File: config.mk
export PLATFORM = sky130hd
export DESIGN_NAME = pipe_hazard_ctrl
export DESIGN_NICKNAME = d
export VERILOG_FILES = /design/src/rtl/pipe_hazard_ctrl.sv
export SDC_FILE = /design/constraint.sdc
export NUM_CORES = 1
export LEC_CHECK = 0
export ABC_AREA = 1
export BUFFER_PORTS_ARGS = -buffer_cell sky130_fd_sc_hd__buf_2
export CORE_ASPECT_RATIO = 2
export CORE_MARGIN = 5
export CORE_UTILIZATION = 40
export DETAILED_ROUTE_END_ITERATION = 10
export PLACE_DENSITY_LB_ADDON = 0.12
export SLEW_MARGIN = 20
export SYNTH_ARGS = -nofsm -noshare
export SYNTH_HDL_FRONTEND = slang
export SYNTH_SLANG_ARGS = --single-unit
File: constraint.sdc
create_clock -name CLK -period 2.2 [get_ports CLK]
set_input_delay 0.22 -clock CLK [delete_from_list [all_inputs] [get_ports CLK]]
set_output_delay 0.22 -clock CLK [all_outputs]
set_load 0.005 [all_outputs]
File: src/rtl/pipe_hazard_ctrl.sv
// Pipeline sequencer: per-stage enable/flush, PC enable, fetch gating, sticky halt
// and saturating stall/flush performance counters.
module pipe_hazard_ctrl #(
    parameter int CNT_W = 32
) (
    input  logic             CLK,
    input  logic             nRST,
    input  logic             ihit,
    input  logic             dhit,
    input  logic             dREN_EX_MEM,
    input  logic             dWEN_EX_MEM,
    input  logic             halt_EX_MEM,
    input  logic             branch_taken_EX_MEM,
    input  logic             jump_ID,
    input  logic             dREN_ID_EX,
    input  logic [4:0]       Rt_ID_EX,
    input  logic [4:0]       Rs_IF_ID,
    input  logic [4:0]       Rt_IF_ID,
    output logic             pc_en,
    output logic             enable_IF_ID,
    output logic             enable_ID_EX,
    output logic             enable_EX_MEM,
    output logic             enable_MEM_WB,
    output logic             flush_IF_ID,
    output logic             flush_ID_EX,
    output logic             flush_EX_MEM,
    output logic             imem_gate,
    output logic             halt,
    output logic [CNT_W-1:0] stall_count,
    output logic [CNT_W-1:0] flush_count,
    output logic [1:0]       state_dbg
);

    typedef enum logic [1:0] {
        RUN    = 2'd0,
        DWAIT  = 2'd1,
        HALTED = 2'd2
    } state_t;

    localparam logic [CNT_W-1:0] CNT_ONE = {{(CNT_W-1){1'b0}}, 1'b1};
    localparam logic [CNT_W-1:0] CNT_MAX = {CNT_W{1'b1}};

    state_t           state_q, state_d;
    logic [CNT_W-1:0] stall_q, stall_d;
    logic [CNT_W-1:0] flush_q, flush_d;

    logic mem_op;
    logic load_use;
    logic advance;
    logic stall_ev;
    logic flush_ev;

    assign mem_op   = dREN_EX_MEM | dWEN_EX_MEM;
    assign load_use = dREN_ID_EX & (Rt_ID_EX != 5'd0) &
                      ((Rt_ID_EX == Rs_IF_ID) | (Rt_ID_EX == Rt_IF_ID));

    always_comb begin
        state_d       = state_q;
        advance       = 1'b0;
        stall_ev      = 1'b0;
        imem_gate     = 1'b0;
        pc_en         = 1'b0;
        enable_IF_ID  = 1'b0;
        enable_ID_EX  = 1'b0;
        enable_EX_MEM = 1'b0;
        enable_MEM_WB = 1'b0;
        flush_IF_ID   = 1'b0;
        flush_ID_EX   = 1'b0;
        flush_EX_MEM  = 1'b0;

        case (state_q)
            RUN: begin
                imem_gate = 1'b1;
                advance   = mem_op ? dhit : ihit;
                if (mem_op && !dhit) state_d = DWAIT;
            end
            DWAIT: begin
                // Fetch is held off the cache arbiter while the data side owns it.
                advance = dhit;
                if (dhit) state_d = RUN;
            end
            default: ;
        endcase

        if (state_q != HALTED) begin
            if (advance) begin
                if (branch_taken_EX_MEM) begin
                    pc_en         = 1'b1;
                    enable_IF_ID  = 1'b1;
                    enable_ID_EX  = 1'b1;
                    enable_EX_MEM = 1'b1;
                    enable_MEM_WB = 1'b1;
                    flush_IF_ID   = 1'b1;
                    flush_ID_EX   = 1'b1;
                    flush_EX_MEM  = 1'b1;
                end else if (load_use) begin
                    enable_ID_EX  = 1'b1;
                    enable_EX_MEM = 1'b1;
                    enable_MEM_WB = 1'b1;
                    flush_ID_EX   = 1'b1;
                end else begin
                    pc_en         = 1'b1;
                    enable_IF_ID  = 1'b1;
                    enable_ID_EX  = 1'b1;
                    enable_EX_MEM = 1'b1;
                    enable_MEM_WB = 1'b1;
                    flush_IF_ID   = jump_ID;
                end
                // The halting instruction still advances so it retires through MEM/WB.
                if (halt_EX_MEM) state_d = HALTED;
            end
            stall_ev = !advance || (load_use && !branch_taken_EX_MEM);
        end
    end

    assign flush_ev = flush_IF_ID | flush_ID_EX | flush_EX_MEM;
    assign stall_d  = (stall_ev && stall_q != CNT_MAX) ? stall_q + CNT_ONE : stall_q;
    assign flush_d  = (flush_ev && flush_q != CNT_MAX) ? flush_q + CNT_ONE : flush_q;

    always_ff @(posedge CLK or negedge nRST) begin
        if (!nRST) begin
            state_q <= RUN;
            stall_q <= '0;
            flush_q <= '0;
        end else begin
            state_q <= state_d;
            stall_q <= stall_d;
            flush_q <= flush_d;
        end
    end

    assign halt        = (state_q == HALTED);
    assign stall_count = stall_q;
    assign flush_count = flush_q;
    assign state_dbg   = state_q;

endmodule

* Yosys cells after proc, flatten, opt, wreduce, memory -nomap -nowiden
Cells that the tools add are included.
** Word-level totals
- Input port bits :: 25
- Output and inout bits :: 76
- Register bits after elaboration :: 66
- Logic and storage cells :: 55
** Operators by class
- Reductions and logical operators :: 10
- Mux-type cells :: 27
- Equal/unequal tests :: 7
- Bitwise logic cells :: 6
- Add/sub/neg operators :: 2
** Operators by type and width (number)
- adder 32 x 1 -> 32 bit, second input constant :: 2
- != test 32 bit, second input constant :: 2
- two-way mux 1 bit :: 20
- == test 5 bit :: 2
- two-way mux 2 bit :: 5
- nonzero test 5 bit :: 1
- logical AND 1 bit :: 4
- bitwise OR 1 bit :: 4
- case mux 2 bit (2 select lines) :: 1
- logical NOT 1 bit :: 3
- AND 1 bit :: 2
- == test 2 x 1 -> 1 bit, second input constant :: 1
- == test 2 bit, second input constant :: 1
- logical NOT 2 bit :: 1
- != test 2 bit, second input constant :: 1
- case mux 1 bit (2 select lines) :: 1
- logical OR 1 bit :: 1

* Logic depth before layout (Yosys ltp)
- Depth after elaboration :: 10
- Mapped depth :: 14
- Depth with buffers taken out :: 13

* Worst setup path before layout
OpenSTA, ideal clock, no wires.
- Path kind :: reg-to-reg
- Start point :: register stall_q[0] (netlist: stall_count[0])
- End point :: register stall_q[2] (netlist: stall_count[2])
- Cell stages (with the launch flop) :: 10
- Clock period less this slack :: 1.799 ns
- Path slack :: 0.401 ns
- Buffers on the path :: 1
- Library setup time :: 0.122 ns
- Data arrival time :: 1.677 ns
- Data required time :: 2.078 ns
- Cells stage by stage :: dfrtp_1 ha_1 nand2_2 nor2_4 inv_1 nor3_2 nand4_2 nand3_4 buf_6 o21ai_2
** Between the ends
- Cells in the longest elaborated chain, start to end :: 2
- Elaborated cells on any way between the ends :: 3
- Those cells by class :: add/sub (1); eq/ne (1); reduce/logical (1)
** Ends and longest elaborated chain
- from (decl) :: line 44 : logic [CNT_W-1:0] stall_q, stall_d;
- from (signal assigned) :: line 127 : stall_q <= stall_d;
- parallel branches: the longest is 2 deep, another holds adder 32 x 1 -> 32 bit
Several ways; the timed one is not identified.
A chain may end at the register's enable or synchronous reset.

* Worst setup path after layout
- Start point :: register stall_q[4] (netlist: stall_count[4])
- End point :: register stall_q[31] (netlist: stall_count[31])
The elaborated chain is that of the path after synthesis.

==> out/results.ini <==
[clocking]
cts_tree=yes
root_buffer=clkbuf_16
h-tree-depth=3
clock_sinks=66
path_clk_slew_ps=60
cts_buffers=9
clockBufferDepth=2
clk_latency_ps=330

[setup_path]
required_ps=2450
crit_fanout=5
path_delay_family=simple AND/OR/NAND/NOR gates
worst_path_largest_cell_delay_ps=440
crit_path_end_kind=register
crit_buf_inv=1
start_kind=register
worstSetupPathType=reg2reg
cp_slowest_cell=dfrtp_1
arrival_ps=2250
crit-reg2reg-launch=stall_count[4]$_DFFE_PN0P_
crit_chain=nand2_1 -> nor2_1 -> nand2_1 -> nor2_1 -> nand2_1 -> xnor2_1 -> inv_1 -> o21ai_0
critPathMostFrequentCell=nand2_1
cp-startpoint=stall_count[4]$_DFFE_PN0P_

[cells_and_area]
fin_util_pct=49.3
final_common_cell=nand2_1
layout-drive-gt1-share_pct=21.4
regArea_um2=1650
area_growth_pct=21.4
antennaDiodeCount=0
fill_cells=1207
final_cell_mix=nand2_1 (250), buf_2 (100), inv_1 (80)
nNetsFinal=830
multi_input_area_um2=2630

[synth]
ys_seq_area_share_pct=34.8
syn_inst=689
netlist-cell-type-count=26
synth.avg_cell_area_um2=6.89
ys_warn_count=0
syn_area_um2=4750
synth_nets=716
ys_ff_latch=66

[global_routing]
grt_pass1_wl_um=24700
busiest_layer=met2
grt_use_met3_pct=3.21
grt_pass1_vias=4951
grt_max_degree=45
gr-usage-met2_pct=42.8
gr-usage-all-layers_pct=22.5
grt_use_met1_pct=21.2
antenna_found_initial=0
grt_overflow=0

[sta]
skew_ps=5.98
finalCritPeriodShare_pct=91.1
tightest_slew_ps=584
finalCriticalPeriod_ps=2000
worst_slew_margin_rel_pct=61.0
drv_slew=0
finalSetupViolations=0
tns_ps=0
fmax_ghz=0.499
rsz0062_at_grt=no
hold_viol=0

[detailed_routing]
drc=0
vias=4865
totalWireLength_um=15300
ant_nets=0
drtPass1Iterations=5
viasPerCell=5.10
routedWlPerCell_um=16.0
drt_first_iter_violations=196

[place]
routabilityCongestion=0.997
io_buffers=100
hpwl_um=12200

[die]
io-pin-count=101
core_region_area_um2=11700
rows=56
dieHeight_um=164
fp.dieArea_um2=14300
start_util_pct=40.6
dieWidth_um=87.0

[power]
p_per_area_nw_per_um2=473
leakagePower_nw=2.92
worst_ir_drop_vdd_v=0.000419
power_w=0.00273

[run]
drv_cap=0

[min_path]
hp-start=halt_EX_MEM
hold_path_class=in2reg

[outcome]
run_status=finished, final reports clean

cells in the mapped netlist:
library cell / instances / area [um2]
o21a_1: 1 / 7.51
nor4_1: 1 / 6.26
xor2_1: 31 / 272
nor3b_1: 1 / 7.51
o21ai_0: 9 / 45.0
a21oi_1: 1 / 5.00
xnor2_1: 17 / 149
nor3_2: 2 / 20.0
buf_6: 9 / 101
nand3b_1: 9 / 67.6
nand3_4: 1 / 17.5
nand2_2: 3 / 18.8
nand4_2: 2 / 25.0
nand2_1: 250 / 938
o21ai_2: 25 / 219
inv_1: 80 / 300
dfrtp_1: 66 / 1650
nand4_4: 1 / 21.3
nor2_4: 2 / 22.5
nand4_1: 19 / 119
nand3_1: 51 / 255
nor2_1: 69 / 259
nor3_1: 26 / 130
buf_2: 7 / 35.0
ha_1: 2 / 25.0
buf_4: 4 / 30.0
power by group:
part / switching (W) / internal, W / total, W
Clock: 0.000550 / 0.000874 / 0.00142
Sequential: 0 / 0.00121 / 0.00121
Combinational: 0.0000552 / 0.0000327 / 0.0000879
Total: 0.000606 / 0.00212 / 0.00273
cell type report:
class,count,area share [%]
Clock inverter,5,0.955
Timing Repair Buffer,123,12.4
Sequential cell,66,28.7
Clock buffer,11,4.04
Inverter,80,5.21
Multi-Input combinational cell,523,45.6
Tap cell,145,3.15
worst min-delay path: stages:
cell and delay (ps):
buf_2 70, nand2_1 40, nand2_1 40
path summary, 6_finish.rpt:
check	cells past startpoint	to	slack, ps
worst max-delay path	8	stall_count[31]$_DFFE_PN0P_	200
worst min-delay path	3	state_dbg[1]$_DFF_PN0_	90
worst max register to register	8	stall_count[31]$_DFFE_PN0P_	200
max in group asynchronous	3	flush_count[26]$_DFFE_PN0P_	1120
worst min register to register	2	flush_count[31]$_DFFE_PN0P_	540
min in group asynchronous	2	stall_count[3]$_DFFE_PN0P_	420
kinds of logic (layout without fill, tap and decap cells):
group,after synthesis,after routing,share of synthesized area [%]
compound gates,36,36,5.82
xor+xnor,48,48,8.85
fa+ha+maj,2,2,0.527
buf+inv,100,219,9.83
flops,66,66,34.8
simple gates,437,437,40.2
timing repair:
action,in CTS,in global routing
hold buffers,1,0
endpoints found under the setup margin,0,3
setup buffers,0,0
gates resized for setup,0,1
hold endpoints to repair,22,0
through the flow:
step | std cells | cell area [um2] | setup slack (ps) | hold WS [ps]
3_5_place_dp | 936 | 5470 | 116 | 253
5_1_grt | 953 | 5770 | 29.8 | 97.9
4_1_cts | 953 | 5760 | 111 | 77.0
2_1_floorplan | 689 | 4750 | 401 | -75.6
3_3_place_gp | 936 | 5470 | 128 | 253
6_report | 953 | 5770 | 195 | 85.8
per-layer routing:
metal	up-vias	routed length, um	share of wire, %
met5	-	0	0
met4	0	1060	6.9
met3	52	635	4.2
met2	149	8630	56
met1	2266	4960	32
li1	2398	-	-
registers in the layout, indices dropped and copies added (netlist names):
signal	flops
flush_count	32
stall_count	32
state_dbg	2
Note: power is estimated with default switching activity, not from simulation.
